File: config.mk
export PLATFORM = sky130hd
export DESIGN_NAME = framebuffer_write_framer
export DESIGN_NICKNAME = d
export VERILOG_FILES = /design/src/rtl/framebuffer_write_framer.sv
export SDC_FILE = /design/constraint.sdc
export NUM_CORES = 1
export LEC_CHECK = 0
export ABC_AREA = 1
export CAP_MARGIN = 15
export CELL_PAD_IN_SITES_DETAIL_PLACEMENT = 0
export CELL_PAD_IN_SITES_GLOBAL_PLACEMENT = 1
export CORE_ASPECT_RATIO = 1.5
export CORE_MARGIN = 2
export CORE_UTILIZATION = 35
export DETAILED_ROUTE_END_ITERATION = 16
export HOLD_SLACK_MARGIN = 0.12
export PLACE_DENSITY = 0.79
export SLEW_MARGIN = 15
export SYNTH_ARGS = -nofsm -noshare
export SYNTH_HDL_FRONTEND = slang
export SYNTH_SLANG_ARGS = --single-unit
File: constraint.sdc
create_clock -name clk_in -period 5.6 [get_ports clk_in]
set_clock_uncertainty 0.15 [all_clocks]
set_input_delay 1.12 -clock clk_in [delete_from_list [all_inputs] [get_ports clk_in]]
set_output_delay 1.12 -clock clk_in [all_outputs]
set_load 0.01 [all_outputs]
File: src/rtl/framebuffer_write_framer.sv
// framebuffer_write_framer
//   Turns the UART byte stream into framebuffer RAM writes (port A) and panel
//   control register updates. Packets:
//     'L' row, 128 payload bytes [, checksum]  -> RAM writes at {row, byte_idx}
//     'B' mask                                 -> brightness_enable <= mask[5:0]
//     'R' mask                                 -> rgb_enable        <= mask[2:0]
//   Optional build macro FRAMER_CHECKSUM_EN: row packets carry a trailing byte
//   equal to the XOR of the payload, checked in the CHECK state.
// Ports:
//   clk_in, reset_n (async, active-low)
//   rx_data/rx_valid            : received byte + single-cycle strobe
//   ram_data_out/ram_address/
//   ram_write_enable/ram_clk_enable : RAM port A write side
//   brightness_enable, rgb_enable   : panel control registers
//   row_done (pulse), busy, cmd_count (wraps), error_count (saturates)
module framebuffer_write_framer #(
   parameter int                       ROW_BYTES      = 128,
   parameter int                       ROW_ADDR_WIDTH = 5,
   parameter int                       TIMEOUT_WIDTH  = 16,
   parameter logic [TIMEOUT_WIDTH-1:0] TIMEOUT_TICKS  = 16'd4000
) (
   input  logic                                        clk_in,
   input  logic                                        reset_n,
   input  logic [7:0]                                  rx_data,
   input  logic                                        rx_valid,
   output logic [7:0]                                  ram_data_out,
   output logic [ROW_ADDR_WIDTH+$clog2(ROW_BYTES)-1:0] ram_address,
   output logic                                        ram_write_enable,
   output logic                                        ram_clk_enable,
   output logic [5:0]                                  brightness_enable,
   output logic [2:0]                                  rgb_enable,
   output logic                                        row_done,
   output logic                                        busy,
   output logic [7:0]                                  cmd_count,
   output logic [7:0]                                  error_count
);

   localparam int                IDX_W    = $clog2(ROW_BYTES);
   localparam logic [IDX_W-1:0]  LAST_IDX = IDX_W'(ROW_BYTES - 1);
   localparam logic [7:0]        CMD_ROW  = 8'h4C;
   localparam logic [7:0]        CMD_BRT  = 8'h42;
   localparam logic [7:0]        CMD_RGB  = 8'h52;

   typedef enum logic [2:0] {
      IDLE    = 3'd0,
      ROW     = 3'd1,
      PAYLOAD = 3'd2,
      BRIGHT  = 3'd3,
      RGBEN   = 3'd4
`ifdef FRAMER_CHECKSUM_EN
      ,CHECK  = 3'd5
`endif
   } state_t;

   state_t                      state, state_nxt;
   logic [ROW_ADDR_WIDTH-1:0]   row_q, row_nxt;
   logic [IDX_W-1:0]            byte_idx, idx_nxt;
   logic [TIMEOUT_WIDTH-1:0]    tmo_cnt;
   logic                        timeout;
   logic [7:0]                  wdata_nxt;
   logic [ROW_ADDR_WIDTH+IDX_W-1:0] addr_nxt;
   logic                        we_nxt, done_nxt, cmd_inc, err_inc;
   logic [5:0]                  bright_nxt;
   logic [2:0]                  rgb_nxt;
`ifdef FRAMER_CHECKSUM_EN
   logic [7:0]                  csum, csum_nxt;
`endif

   // A byte on the timeout cycle takes priority, so timeout requires !rx_valid.
   assign timeout = (state != IDLE) && !rx_valid && (tmo_cnt == TIMEOUT_TICKS);

   always_ff @(posedge clk_in or negedge reset_n) begin
      if (!reset_n) tmo_cnt <= '0;
      else if (rx_valid || state == IDLE) tmo_cnt <= '0;
      else if (tmo_cnt != TIMEOUT_TICKS) tmo_cnt <= tmo_cnt + TIMEOUT_WIDTH'(1);
   end

   // State register
   always_ff @(posedge clk_in or negedge reset_n) begin
      if (!reset_n) state <= IDLE;
      else          state <= state_nxt;
   end

   // Next-state logic
   always_comb begin
      state_nxt = state;
      if (rx_valid) begin
         unique case (state)
            IDLE: begin
               if      (rx_data == CMD_ROW) state_nxt = ROW;
               else if (rx_data == CMD_BRT) state_nxt = BRIGHT;
               else if (rx_data == CMD_RGB) state_nxt = RGBEN;
            end
            ROW:     state_nxt = (rx_data[7:ROW_ADDR_WIDTH] != '0) ? IDLE : PAYLOAD;
`ifdef FRAMER_CHECKSUM_EN
            PAYLOAD: if (byte_idx == LAST_IDX) state_nxt = CHECK;
            CHECK:   state_nxt = IDLE;
`else
            PAYLOAD: if (byte_idx == LAST_IDX) state_nxt = IDLE;
`endif
            BRIGHT:  state_nxt = IDLE;
            RGBEN:   state_nxt = IDLE;
            default: state_nxt = IDLE;
         endcase
      end else if (timeout) begin
         state_nxt = IDLE;
      end
   end

   // Output / datapath next values; everything is registered below.
   always_comb begin
      row_nxt    = row_q;
      idx_nxt    = byte_idx;
      wdata_nxt  = ram_data_out;
      addr_nxt   = ram_address;
      we_nxt     = 1'b0;
      done_nxt   = 1'b0;
      cmd_inc    = 1'b0;
      err_inc    = 1'b0;
      bright_nxt = brightness_enable;
      rgb_nxt    = rgb_enable;
`ifdef FRAMER_CHECKSUM_EN
      csum_nxt   = csum;
`endif
      if (rx_valid) begin
         unique case (state)
            IDLE: begin
               if (rx_data != CMD_ROW && rx_data != CMD_BRT && rx_data != CMD_RGB)
                  err_inc = 1'b1;
            end
            ROW: begin
               if (rx_data[7:ROW_ADDR_WIDTH] != '0) begin
                  err_inc = 1'b1;
               end else begin
                  row_nxt = rx_data[ROW_ADDR_WIDTH-1:0];
                  idx_nxt = '0;
`ifdef FRAMER_CHECKSUM_EN
                  csum_nxt = '0;
`endif
               end
            end
            PAYLOAD: begin
               we_nxt    = 1'b1;
               wdata_nxt = rx_data;
               addr_nxt  = {row_q, byte_idx};
               idx_nxt   = byte_idx + IDX_W'(1);
`ifdef FRAMER_CHECKSUM_EN
               csum_nxt  = csum ^ rx_data;
`else
               if (byte_idx == LAST_IDX) begin
                  done_nxt = 1'b1;
                  cmd_inc  = 1'b1;
               end
`endif
            end
`ifdef FRAMER_CHECKSUM_EN
            CHECK: begin
               if (rx_data == csum) begin
                  done_nxt = 1'b1;
                  cmd_inc  = 1'b1;
               end else begin
                  err_inc  = 1'b1;
               end
            end
`endif
            BRIGHT: begin
               bright_nxt = rx_data[5:0];
               cmd_inc    = 1'b1;
            end
            RGBEN: begin
               rgb_nxt = rx_data[2:0];
               cmd_inc = 1'b1;
            end
            default: ;
         endcase
      end else if (timeout) begin
         err_inc = 1'b1;
      end
   end

   always_ff @(posedge clk_in or negedge reset_n) begin
      if (!reset_n) begin
         row_q             <= '0;
         byte_idx          <= '0;
         ram_data_out      <= '0;
         ram_address       <= '0;
         ram_write_enable  <= 1'b0;
         ram_clk_enable    <= 1'b0;
         brightness_enable <= 6'h3F;
         rgb_enable        <= 3'b111;
         row_done          <= 1'b0;
         busy              <= 1'b0;
         cmd_count         <= '0;
         error_count       <= '0;
`ifdef FRAMER_CHECKSUM_EN
         csum              <= '0;
`endif
      end else begin
         row_q             <= row_nxt;
         byte_idx          <= idx_nxt;
         ram_data_out      <= wdata_nxt;
         ram_address       <= addr_nxt;
         ram_write_enable  <= we_nxt;
         ram_clk_enable    <= we_nxt;
         brightness_enable <= bright_nxt;
         rgb_enable        <= rgb_nxt;
         row_done          <= done_nxt;
         busy              <= (state_nxt != IDLE);
         if (cmd_inc) cmd_count <= cmd_count + 8'd1;
         if (err_inc && error_count != 8'hFF) error_count <= error_count + 8'd1;
`ifdef FRAMER_CHECKSUM_EN
         csum              <= csum_nxt;
`endif
      end
   end

endmodule

==> out/qor.csv, run 1 <==
stage;metric;value;unit
detailed_routing;Pre-Repair DR Iteration Count;4;
detailed_routing;antenna viol nets, final;0;
setup_path;reg2reg start;state[1];
die;FP Rows;46;
final_layout;commonest non-fill, non-tap cell in the layout;nand2_1;
detailed_routing;DRC viols;0;
flow_run;Max Cap Viol;0;
global_route;initial antenna violation count;0;
final_layout;Area growth syn-to-layout;27.5;%
setup_path;Crit Path Max Fanout;11;
detailed_routing;DR WL/cell;12.5;µm
setup_path;slowest CP cell;nor2_1;
die;chip height;130;µm
setup_path;CP cell instances;clkdlybuf4s50_1 > nor2_1 > nand3_1 > nand2_1 > nand2_1 > nand2_1 > nand2_1;
global_route;gr usage total;15.1;%
logic_synthesis;Post-Synth Simple-Gate Area;24.5;%
power;PwrDens;386;nW/µm²
setup_path;Worst path max stage delay;590;ps
final_layout;fraction of layout cells with a size suffix above 1;7.14;%
cts;Clock Tree Buf Depth;2;
logic_synthesis;Syn. warnings;0;
cts;CTS tree;done;
placement;DP Wirelength;5890;µm
power;Total Power;1.83;mW
detailed_routing;Vias/cell;4.65;
power;Pleak;2.21;nW
die;io pins;60;
placement;RD Place Congestion;0.823;
logic_synthesis;mux cell area share after synthesis;0;%
cts;Clk Latency, worst-skew pair;330;ps
logic_synthesis;Seq/Total Area, Yosys;53.4;%
logic_synthesis;register bit total from synthesis;79;
die;initial core utilization;35.5;%
logic_synthesis;syn_area_per_cell;8.47;µm²
sta;setup TNS;0;ps
detailed_routing;via count;3015;
cts;cts bufs inserted;9;
cts;CTS sink cnt;79;
cts;post-CTS sizing;0;
setup_path;WS Path Type;input pin to register;
setup_path;Startpoint Class;input pin;
sta;worst slew pin tran;992;ps
global_route;GRT overflow;0;
final_layout;commonest cells after routing, fill and taps aside;110 x nand2_1, 70 x dfrtp_1, 58 x clkdlybuf4s50_1;
global_route;largest net degree at the start of global routing;80;
sta;Final setup viols;0;
die;DIE AREA;11500;µm²
cts;setup bufs post-CTS;0;
setup_path;CP endpoint kind;register;
logic_synthesis;Synth Cell Area;3720;µm²
hold_path;hold depth;2;
logic_synthesis;Cell variety after synth;32;
logic_synthesis;Post-synth EDFFs;0;
logic_synthesis;Top FF cell, synth;dfrtp_1;
global_route;vias in the first global route;2963;
detailed_routing;WL final;8070;µm
setup_path;critical path's most frequent cell;nand2_1;
sta;Rel. slew slack;33.9;%
logic_synthesis;Async SR Flop Fraction;100;%
logic_synthesis;Compound-Gate Fraction of Synth Area;8.88;%
setup_path;Buffers & Inverters on Critical Path;1;
logic_synthesis;XOR/XNOR Fraction of Synth Area;3.94;%
logic_synthesis;largest family of logic cells by synthesized area;simple AND/OR/NAND/NOR gates;
die;CORE AREA;10500;µm²
setup_path;Reg2Reg Depth;9;
power;VDD IR max;162;µV
cts;clk slew on worst S/H paths;50;ps
cts;Hold Buf Count CTS;0;
final_layout;Layout Nets;516;
setup_path;reg2reg setup slack;3020;ps
logic_synthesis;Adder-Cell Fraction of Synth Area;1.68;%
setup_path;Worst EP arrival;3380;ps
logic_synthesis;syn nets;455;
sta;Max Slew Vio Count;0;
detailed_routing;drt initial violations;105;
hold_path;worst hold start;ram_address[3];
sta;Final period util;59.1;%
cts;CTS root buf;clkbuf_16;
global_route;global-route wire length before repair;13500;µm
sta;Hold Violations, Final;0;
final_layout;# diodes;0;
setup_path;CP Data Required Time;5670;ps
die;chip width;88.2;µm
setup_path;capturing point of the worst reg2reg path;error_count[0];
run_status;outcome;complete, no violations;
hold_path;worst min path class;register to register;
final_layout;fillers;1035;
setup_path;Largest delay share family, worst path;simple AND/OR/NAND/NOR gates;
sta;RSZ-0062 raised after global routing;no;
logic_synthesis;Post-Synthesis Cells;439;
sta;Peak Freq;302;MHz
hold_path;Hold Path Sink;ram_address[3];
placement;Buffers on Ports;59;
cts;CTS H-tree lvls;3;
sta;post-route minimum period;3310;ps
==> kinds of logic (layout without fill, tap and decap cells) <==
logic type	count (synthesis)	in the layout
AO/OA/AOI/OAI	61	61
flip-flops	79	79
AND/OR/NAND/NOR	210	210
buffers and inverters	69	134
XOR/XNOR	15	15
adder cells (fa/ha/maj)	5	5
==> worst reg2reg max path, cell delays in order (launching register included) <==
cell     delay (ps)
dfrtp_1         390
inv_1            90
nand2_1         130
inv_2            60
nor2_1          520
nand3_1         370
nand2_1         350
nand2_1         260
nand2_1         110
nand2_1          50
==> through the flow <==
| stage | hold slack [ps] | util (%) | setup slack (ps) | instances | cell area (µm²) |
|---|---|---|---|---|---|
| 6_report | 330 | 45.3 | 2290 | 648 | 4740 |
| 5_1_grt | 349 | 45.3 | 2040 | 648 | 4740 |
| 4_1_cts | 336 | 45.3 | 2310 | 648 | 4740 |
| 3_5_place_dp | 323 | 42.3 | 1950 | 633 | 4430 |
| 3_3_place_gp | 315 | 42.3 | 2130 | 633 | 4430 |
| 2_1_floorplan | 321 | - | 3220 | 439 | 3720 |
==> synthesized netlist by cell type (2+ instances only) <==
cell type | count | area [µm²]
nand2_1 | 110 | 413
a211oi_1 | 2 | 15.0
xnor2_2 | 2 | 32.5
clkbuf_1 | 6 | 22.5
inv_1 | 56 | 210
ha_1 | 5 | 62.6
nand4_1 | 6 | 37.5
dfrtp_1 | 70 | 1750
xor2_1 | 11 | 96.3
nor4_1 | 2 | 12.5
nor3b_1 | 2 | 15.0
o21ai_0 | 41 | 205
o21a_1 | 3 | 22.5
a21oi_1 | 8 | 40.0
nand2_2 | 2 | 12.5
nand3_1 | 33 | 165
inv_2 | 4 | 15.0
nor2_1 | 41 | 154
nor3_1 | 11 | 55.1
xnor2_1 | 2 | 17.5
dfstp_2 | 9 | 236
o21ai_1 | 3 | 15.0
==> registers in the layout, summed over array words and instances, names as in the netlist, 3 cells and up <==
register / count
state: 3
row_q: 5
cmd_count: 8
tmo_cnt: 16
byte_idx: 7
ram_address: 12
error_count: 8
ram_data_out: 8
rgb_enable: 3
brightness_enable: 6
==> cell type report <==
cell class / count / area [µm²] / area share, %
clock buffers: 11 / 243 / 5.12
flip-flops and latches: 79 / 1990 / 41.9
repair buffers: 59 / 588 / 12.4
well taps: 144 / 180 / 3.80
clock inverters: 4 / 70.1 / 1.48
multi-input cells: 291 / 1450 / 30.6
inverters: 60 / 225 / 4.75
==> worst max-delay path by stage <==
stage / depth (start not counted) / start / end
2_1_floorplan: 9 / rx_valid / cmd_count[3]
3_3_place_gp: 7 / rx_valid / error_count[4]
3_5_place_dp: 7 / rx_valid / error_count[5]
4_1_cts: 7 / rx_valid / error_count[0]
5_1_grt: 7 / rx_valid / error_count[4]
6_report: 7 / rx_valid / error_count[0]
==> report_power, final <==
part | internal, mW | total, mW | switching [mW]
clock network | 0.398 | 0.611 | 0.212
logic | 0.237 | 0.456 | 0.218
registers | 0.688 | 0.765 | 0.0763
total | 1.32 | 1.83 | 0.507
==> layer usage <==
| metal | vias to the layer above | GRT usage [%] | wire length (µm) | part of all wire (%) |
|---|---|---|---|---|
| li1 | 1519 | - | - | - |
| met1 | 1427 | 17.7 | 3460 | 43 |
| met2 | 59 | 25.8 | 4160 | 52 |
| met3 | 10 | 3.67 | 329 | 4.1 |
| met4 | 0 | 6.60 | 123 | 1.5 |
| met5 | - | 0 | 0 | 0 |
Note: power is estimated with default switching activity, not from simulation.
==> inputs of run 2 (changes only) <==
==> constraint.sdc (replaced) <==
create_clock -name clk_in -period 3.5 [get_ports clk_in]
set_clock_uncertainty 0.15 [all_clocks]
set_input_delay 0.7 -clock clk_in [delete_from_list [all_inputs] [get_ports clk_in]]
set_output_delay 0.7 -clock clk_in [all_outputs]
set_load 0.01 [all_outputs]
==> out/qor.csv, run 2 (synthesis results as in run 1) <==
stage;metric;value;unit
cts;CTS sink cnt;79;
cts;Clk Latency, worst-skew pair;330;ps
hold_path;worst hold start;ram_data_out[7];
final_layout;fraction of layout cells with a size suffix above 1;7.87;%
global_route;initial antenna violation count;0;
placement;DP Wirelength;6160;µm
placement;Place WS;700;ps
die;io pins;60;
final_layout;Layout Nets;519;
sta;worst slew pin tran;985;ps
placement;RD Place Congestion;0.798;
detailed_routing;Pre-Repair DR Iteration Count;4;
sta;worst hold slack;325;ps
cts;Clock Tree Buf Depth;2;
sta;Hold Violations, Final;0;
final_layout;# diodes;0;
hold_path;hold depth;2;
sta;Rel. slew slack;34.3;%
final_layout;commonest cells after routing, fill and taps aside;110 x nand2_1, 70 x dfrtp_1, 58 x clkdlybuf4s50_1;
cts;post-CTS sizing;0;
global_route;largest net degree at the start of global routing;80;
sta;Max Slew Vio Count;0;
final_layout;max FFs per register;16;
final_layout;biggest regs;tmo_cnt x16, ram_address x12;
setup_path;Crit Path Max Fanout;9;
hold_path;Hold Path Sink;ram_data_out[7];
die;chip width;88.2;µm
setup_path;Worst EP arrival;2570;ps
cts;CTS root buf;clkbuf_16;
global_route;vias in the first global route;3123;
die;initial core utilization;35.5;%
cts;Hold Buf Count CTS;0;
detailed_routing;DR WL/cell;12.8;µm
global_route;gr usage total;15.7;%
global_route;global-route wire length before repair;14100;µm
sta;setup TNS;0;ps
sta;RSZ-0062 raised after global routing;no;
setup_path;Startpoint Class;input pin;
setup_path;Reg2Reg Depth;9;
cts;CTS tree;done;
final_layout;Biggest register;tmo_cnt;
power;Total Power;2.97;mW
flow_run;Max Cap Viol;0;
setup_path;CP endpoint kind;register;
sta;Final period util;70.0;%
detailed_routing;DRC viols;0;
final_layout;Layout Cells excl Fill;652;
cts;CTS H-tree lvls;3;
detailed_routing;antenna viol nets, final;0;
setup_path;capturing point of the worst reg2reg path;error_count[3];
final_layout;Area growth syn-to-layout;28.5;%
power;Pleak;2.23;nW
die;chip height;130;µm
power;PwrDens;621;nW/µm²
die;CORE AREA;10500;µm²
power;VDD IR max;238;µV
run_status;outcome;complete, no violations;
hold_path;worst min path class;register to register;
sta;worst setup slack after layout;1050;ps
setup_path;WS Path Type;input pin to register;
global_route;GRT overflow;0;
sta;Final setup viols;0;
placement;Placed Cells incl. Taps;636;
setup_path;reg2reg start;tmo_cnt[0];
detailed_routing;via count;3027;
detailed_routing;Vias/cell;4.64;
detailed_routing;drt initial violations;180;
die;FP Rows;46;
final_layout;fillers;1075;
sta;Peak Freq;408;MHz
placement;Buffers on Ports;59;
cts;setup bufs post-CTS;0;
setup_path;reg2reg setup slack;1430;ps
cts;clk slew on worst S/H paths;60;ps
sta;post-route minimum period;2450;ps
final_layout;commonest non-fill, non-tap cell in the layout;nand2_1;
cts;cts bufs inserted;9;
detailed_routing;WL final;8370;µm
setup_path;CP Data Required Time;3620;ps
die;DIE AREA;11500;µm²
run 2: cell types whose count changed in the layout (fill, tap and decap cells not counted):
| cell | change |
|---|---|
| clkinv_2 | -1 |
| clkinv_4 | +1 |
| clkinvlp_4 | +1 |
| buf_4 | +3 |
run 2: layer usage:
layer / global-route usage (%) / up-vias / share of wire [%]
li1: - / 1526 / -
met1: 17.9 / 1432 / 42
met2: 28.1 / 56 / 52
met3: 3.54 / 13 / 3.7
met4: 6.51 / 0 / 1.9
met5: 0 / - / 0
run 2: worst max-delay path by stage:
stage	startpoint	end	slack, ps	cells after the start
CTS	rx_data[1]	error_count[3]	1040	13
detailed placement	rx_data[1]	error_count[5]	700	13
global placement	rx_data[1]	error_count[2]	770	13
global route	rx_data[1]	error_count[3]	800	13
floorplan	rx_valid	cmd_count[3]	1540	9
finish	rx_data[1]	error_count[3]	1050	13
run 2: area by class of cell:
| class | count | area (µm²) | area share, % |
|---|---|---|---|
| Sequential cell | 79 | 1990 | 41.6 |
| Multi-Input combinational cell | 291 | 1450 | 30.3 |
| Timing Repair Buffer | 62 | 611 | 12.8 |
| Clock buffer | 11 | 243 | 5.08 |
| Inverter | 60 | 225 | 4.71 |
| Tap cell | 144 | 180 | 3.77 |
| Clock inverter | 5 | 81.3 | 1.70 |
run 2: stage by stage:
step / util (%) / instance area (µm²)
floorplan: - / 3720
global placement: 42.5 / 4450
finish: 45.6 / 4780
CTS: 45.6 / 4780
global route: 45.6 / 4780
detailed placement: 42.5 / 4450
run 2: critical path: stages:
cell	delay (ps)
clkdlybuf4s50_1	530
inv_1	100
nor2_1	90
nand2_1	80
nor2_1	160
nor2_1	60
nand2_1	60
nand2_1	60
nand2_1	70
nand2_1	180
nand2_1	300
nand2_1	100
nand2_1	70
run 2: power by group:
part	switching [mW]	internal (mW)
Combinational	0.351	0.383
Sequential	0.128	1.10
Clock	0.359	0.644
